--- src/rtl/debounce_pkg.sv ---
// debounce_pkg: shared state encodings and default timer width for the debouncer
package debounce_pkg;
  localparam int DEFAULT_N = 19;
  localparam logic [1:0] ZERO  = 2'b00;
  localparam logic [1:0] WAIT1 = 2'b01;
  localparam logic [1:0] ONE   = 2'b11;
  localparam logic [1:0] WAIT0 = 2'b10;
endpackage

--- src/rtl/sync_2ff.sv ---
// sync_2ff: two-flop synchroniser for an asynchronous single-bit input
module sync_2ff (
  input  logic clk_i,
  input  logic rst_ni,
  input  logic d_i,
  output logic q_o
);
  logic s1_q, s2_q;
  // shift the raw level through two flops to settle metastability
  always_ff @(posedge clk_i or negedge rst_ni) begin
    if (!rst_ni) begin
      s1_q <= 1'b0;
      s2_q <= 1'b0;
    end else begin
      s1_q <= d_i;
      s2_q <= s1_q;
    end
  end
  assign q_o = s2_q;
endmodule

--- src/rtl/debounce_fsm.sv ---
// debounce_fsm: switch debouncer, accepts a level held for 2^N+1 synchronised samples
module debounce_fsm
  import debounce_pkg::*;
#(
  parameter int N = DEFAULT_N
) (
  input  logic iCLK,
  input  logic iRESET_N,
  input  logic iSW,
  output logic oDB_LEVEL,
  output logic oBUSY
);
  logic         sw_sync;
  logic [1:0]   state_q, state_d;
  logic [N-1:0] cnt_q, cnt_d;

  sync_2ff u_sync (
    .clk_i (iCLK),
    .rst_ni(iRESET_N),
    .d_i   (iSW),
    .q_o   (sw_sync)
  );

  // state and stability timer registers
  always_ff @(posedge iCLK or negedge iRESET_N) begin
    if (!iRESET_N) begin
      state_q <= ZERO;
      cnt_q   <= '0;
    end else begin
      state_q <= state_d;
      cnt_q   <= cnt_d;
    end
  end

  // next state: a disagreeing sample aborts before the timer expiry is considered
  always_comb begin
    state_d = state_q;
    cnt_d   = cnt_q;
    case (state_q)
      ZERO: if (sw_sync) begin
        state_d = WAIT1;
        cnt_d   = '1;
      end
      WAIT1: if (!sw_sync) state_d = ZERO;
        else if (cnt_q == '0) state_d = ONE;
        else cnt_d = cnt_q - 1'b1;
      ONE: if (!sw_sync) begin
        state_d = WAIT0;
        cnt_d   = '1;
      end
      WAIT0: if (sw_sync) state_d = ONE;
        else if (cnt_q == '0) state_d = ZERO;
        else cnt_d = cnt_q - 1'b1;
      default: state_d = ZERO;
    endcase
  end

  // encoding puts the level in bit 1 and makes both WAIT states odd-parity
  assign oDB_LEVEL = state_q[1];
  assign oBUSY     = ^state_q;
endmodule

--- config.mk ---
export PLATFORM = sky130hd
export DESIGN_NAME = debounce_fsm
export DESIGN_NICKNAME = d
export VERILOG_FILES = /design/src/rtl/debounce_pkg.sv /design/src/rtl/sync_2ff.sv /design/src/rtl/debounce_fsm.sv
export SDC_FILE = /design/constraint.sdc
export NUM_CORES = 1
export LEC_CHECK = 0
export ABC_AREA = 0
export CAP_MARGIN = 20
export CORE_UTILIZATION = 55
export CTS_BUF_LIST = sky130_fd_sc_hd__clkbuf_4
export DETAILED_ROUTE_END_ITERATION = 12
export PLACE_DENSITY_LB_ADDON = 0.25
export SETUP_SLACK_MARGIN = 0.02
export SLEW_MARGIN = 20
export SYNTH_ARGS = -nofsm -noshare
export SYNTH_HDL_FRONTEND = slang
export SYNTH_HIERARCHICAL = 1
export SYNTH_SLANG_ARGS = --single-unit
export TNS_END_PERCENT = 10
--- constraint.sdc ---
create_clock -name iCLK -period 2.5 [get_ports iCLK]
set_input_delay 0.625 -clock iCLK [delete_from_list [all_inputs] [get_ports iCLK]]
set_output_delay 0.625 -clock iCLK [all_outputs]
set_load 0.01 [all_outputs]
After elaboration in Yosys (flattened, before gate mapping)
Cells that the tools add are included.
- divide/modulo/power cells: 0
- add/sub/neg operators: 1
- magnitude comparators: 0
- multipliers: 0
- multiplexer cells: 13
- reduce and logical (&&, ||, !) cells: 5
- bitwise logic cells: 0
- equality and inequality tests: 9
- shift operators: 0
- operators by type and width (kind ; count):
    two-way mux 19 bit ; 5
    one-hot mux 19 bit (4 select lines) ; 1
    logical NOT 19 bit ; 1
    subtractor 19 x 1 -> 19 bit, second input constant ; 1
    two-way mux 2 bit ; 6
    one-hot mux 2 bit (4 select lines) ; 1
    AND reduction 4 bit ; 2
    equality test 2 bit, second input constant ; 2
    inequality test 2 x 1 -> 1 bit, second input constant ; 2
    inequality test 2 bit, second input constant ; 2
    inequality test 3 x 2 -> 1 bit, second input constant ; 1
    inequality test 3 bit, second input constant ; 1
    equality test 2 x 1 -> 1 bit, second input constant ; 1
    logical NOT 2 bit ; 1
    XOR reduction 2 bit ; 1
- flip-flop bits (word level): 23
- input bits: 3
- logic and storage cells: 32
- bits in latches: 0
- memories kept: 0
- ROM bits: 0
- memory bits (writable): 0
- output and inout bits: 2

Longest topological paths before layout
- depth after elaboration: 4
- depth in mapped cells: 8
- depth with buffers taken out: 7

Hierarchy
Netlist, hierarchy kept.
- by module, submodules not included (module ; instances ; seq. area each (um^2) ; area an instance (um^2) ; cells each):
    debounce_fsm ; 1 ; 525.5 ; 1328.8 ; 143
    sync_2ff ; 1 ; 50.0 ; 50.0 ; 2

Worst setup path before layout
No wires, ideal clock.
- path type: register to register
- start point: reg state_q[1]
- end point: reg cnt_q[3]
- cell stages (with the launch flop): 8
- slack: 224 ps
- buffers on the path: 1
- period minus slack after synthesis: 2276 ps
- setup time: 150 ps
- required time: 2350 ps
- data arrival time: 2126 ps
- path through: dfrtp_1 > ha_1 > or3b_2 > and2_1 > clkbuf_1 > or4_1 > o21ai_0 > o311ai_0
- cells in the longest elaborated chain, start to end: 3
- elaborated cells between the ends (all ways): 10
- classes of those cells: 7 x eq/ne; 1 x mux; 2 x reduce/logical
- RTL lines (item ; line ; source):
    start, declared ; debounce_fsm.sv:14 ; logic [1:0] state_q, state_d;
    start signal, assigned ; debounce_fsm.sv:30 ; state_q <= state_d;
    equality test 2 x 1 -> 1 bit, or another cell as far along ; debounce_fsm.sv:39 ; case (state_q)
    inequality test 2 x 1 -> 1 bit (no line) or inequality test 2 bit (tied branches) ; - ;
    AND reduction 4 bit (no line) ; - ;
    end signal, assigned ; debounce_fsm.sv:31 ; cnt_q <= cnt_d;
    end, declared ; debounce_fsm.sv:15 ; logic [N-1:0] cnt_q, cnt_d;
Several ways; a longest one is shown, not always the timed one.
A chain may end at the register's enable or synchronous reset.

Worst setup path after layout
- start point: reg cnt_q[14]
- end point: reg cnt_q[11]
- cells in the longest elaborated chain, start to end: 4
- elaborated cells between the ends (all ways): 5
- classes of those cells: 4 x mux; 1 x reduce/logical
- RTL lines (item ; line):
    logical NOT 19 bit (*) ; debounce_fsm.sv:45, debounce_fsm.sv:52
    two-way mux 19 bit (*) ; -
    two-way mux 19 bit (on tied branches) ; -
    one-hot mux 19 bit (4 select lines) (*) ; -
Every way passes the cells marked *; elsewhere a longest branch is shown, timed or not. The select of a mux whose other input is x is not followed.

==> impl_metrics.csv <==
group,metric,value,unit
drt,drc,0,
drt,vias,1141,
placement,dp_hpwl,2.22,mm
sta,period_share,94.2,%
synthesis,synthAdderAreaFrac,5.44,%
global_route,gr-usage-all-layers,25.7,%
clock_tree,clk_pin_slew_worst_paths,0.13,ns
synthesis,ys.flop_type,"dfrtp_1",
synthesis,synth_top_area_cell,"dfrtp_1",
sta,slew_viol_final,0,
synthesis,syn_inst,145,
die,die-area,0.00271,mm²
clock_tree,clockBufferDepth,2,
pwr,total_power,1190,µW
critical_path,worstSetupPathType,"flop to flop",
sta,hold_ws,0.363,ns
global_route,grt_max_degree,24,
drt,drtIter0Drc,26,
pwr,power_frac_comb,46.2,%
sta,setup_tns,0,ns
pwr,p_per_area,784,mW/mm²
cells_and_area,fin_nets,166,
clock_tree,clk_latency,0.31,ns
synthesis,synth.top_cell.area_share,41.7,%
clock_tree,cts.sinks,23,
sta,post-route-min-period,2.36,ns
flow_run,maxCapViolations,0,
synthesis,syn_area,0.00138,mm²
critical_path,end_kind,"flop",
cells_and_area,syn_to_final_growth,10.2,%
clock_tree,cts-buffers-inserted,3,
synthesis,post-synth-top-count-cell,"dfrtp_1",
clock_tree,cts_tree,"yes",
sta,rsz0062_at_grt,"no",
global_route,met2_usage,40.8,%
die,rows,17,
pwr,pwr-share-seq,39.1,%
critical_path,worstSetupStartpointType,"flop",
global_route,top_usage_layer,"met2",
pwr,p_leak,0.000515,µW
synthesis,yosysWarnings,6,
global_route,grt_pass1_vias,1134,
drt,first_pass_iters,4,
cells_and_area,layout-drive-gt1-share,14.1,%
pwr,power.share.switching,40.4,%
pwr,clockPowerShare,14.7,%
clock_tree,cts_root_buf,"clkbuf_4",
hold_path,whs_path_depth,0,
synthesis,synth_mux_area_share,2.27,%
global_route,grtUsageMet3,3.80,%
cells_and_area,final_cells,184,
outcome,outcome,"finished, final reports clean",
drt,wl_per_cell,16.2,µm
synthesis,synth_xor_area_share,1.91,%
drt,vias_per_cell,6.20,
sta,final.setup_skew,0.00227,ns
sta,max_clock_freq,424,MHz
die,coreArea,0.00230,mm²
synthesis,synth-edff-count,0,
critical_path,crit_fanout,6,
critical_path,worst_ep_required_time,2.70,ns
synthesis,async_reset_ff_share,100,%
die,die-width,52.1,µm
sta,setup_viol,0,
hold_path,hp-class,"flop to flop",
critical_path,cp.arrival,2.56,ns
global_route,grt_remaining_overflow,0,
synthesis,synth_compound_area_share,17.1,%
critical_path,worstRegToRegCells,5,
die,io_pins,5,
placement,portBuffers,4,
drt,wirelength,2.97,mm
global_route,antenna_found_initial,0,
sta,timing.slew.headroom,71.0,%
synthesis,yosys.area_share.simple,29.3,%
synthesis,synth_common_cells,"dfrtp_1 (23), nor2_1 (13), nand2_1 (9)",
synthesis,ys_seq_elements,23,
die,die_y,52.1,µm
synthesis,yosys-top-cells-area,"dfrtp_1 (42%), ha_1 (5.4%), or4_1 (3.8%)",
sta,finalHoldViolCount,0,
cells_and_area,fin_util,66.1,%
synthesis,synth-seq-area-share,41.7,%
placement,dp.cells,179,
synthesis,synth_top_family_by_area,"simple AND/OR/NAND/NOR gates",
pwr,p_switching,481,µW
drt,postRouteAntennaNets,0,
placement,gp_congestion,0.826,
sta,worst_slew_pin_slew,0.434,ns
cells_and_area,num_antenna_cells,0,
pwr,irDropWorstVdd,536,µV
clock_tree,htree_levels,1,
synthesis,avgSynthCellArea,9.51,µm²
synthesis,syn_nets,154,
pwr,intPower,710,µW
global_route,use_met1,32.4,%
synthesis,ys_types,47,
die,start_util,60.0,%
global_route,grt_pass1_wl,5.04,mm
==> routing by layer <==
layer,wire [µm],share of wire [%]
met3,43,1.4
met1,1380,47
met2,1490,50
met5,0,0
met4,58,2.0
==> layout by cell type, fill, tap and decap left out, types with 4 or more instances in the layout <==
| cell type | count |
|---|---|
| nand2_1 | 9 |
| buf_4 | 7 |
| dfrtp_1 | 23 |
| ha_1 | 6 |
| nor3_1 | 6 |
| nor2_1 | 13 |
| nand2b_1 | 5 |
| o21ai_0 | 6 |
| or4_1 | 7 |
| nor4_1 | 5 |
| a21oi_1 | 4 |
| inv_1 | 4 |
| clkdlybuf4s50_1 | 4 |
==> layout make-up <==
type | count | area (µm²)
well taps | 28 | 35.0
clock inverters | 1 | 5.00
repair buffers | 11 | 92.6
fillers | 197 | 778
multi-input cells | 114 | 773
clock buffers | 3 | 22.5
inverters | 4 | 15.0
flip-flops and latches | 23 | 576
==> worst paths after layout <==
kind,from,end,slack [ns]
setup / recovery,cnt_q[14],cnt_q[11],0.14
setup reg to reg,cnt_q[14],cnt_q[11],0.14
min in group asynchronous,iRESET_N,cnt_q[3],0.65
hold reg to reg,u_sync/s1_q,u_sync/q_o,0.36
max in group asynchronous,iRESET_N,cnt_q[7],1.62
hold / removal,u_sync/s1_q,u_sync/q_o,0.36
==> power by group through the flow <==
| stage | Sequential [µW] | Combinational, µW | Clock (µW) |
|---|---|---|---|
| after detailed placement | 474 | 535 | 0 |
| final | 465 | 550 | 175 |
| after global placement | 466 | 514 | 0 |
| after floorplan | 461 | 370 | 0 |
| after CTS | 466 | 536 | 182 |
| after global routing | 472 | 604 | 203 |
==> cells by family after synthesis <==
| group | count (synthesis) |
|---|---|
| AO/OA/AOI/OAI | 34 |
| XOR/XNOR | 3 |
| adder cells (fa/ha/maj) | 6 |
| buffers and inverters | 8 |
| flip-flops | 23 |
| multiplexers | 3 |
| AND/OR/NAND/NOR | 68 |
==> stage by stage <==
stage,cell area (µm²),setup slack (ns)
floorplan,1380,0.224
global placement,1480,0.120
detailed placement,1480,0.102
CTS,1510,0.0563
global route,1520,0.0399
finish,1520,0.144
==> state kept, by name, indices dropped and copies added, names as in the netlist <==
signal,cells
cnt_q,19
state_q,2
u_sync/q_o,1
u_sync/s1_q,1
==> critical path, cell delays in order (launching register included) <==
cell     delay [ns]
dfrtp_1        0.45
or4_1          0.65
or4_4          0.50
o21ai_2        0.22
nor3_1         0.07
or3b_1         0.36
==> repair_timing <==
item,in CTS,in global routing
setup endpoints to repair,0,2
setup buffers,0,1
resized for setup,0,2
hold buffers,0,0
No activity file was read; power rests on OpenSTA's default activity.
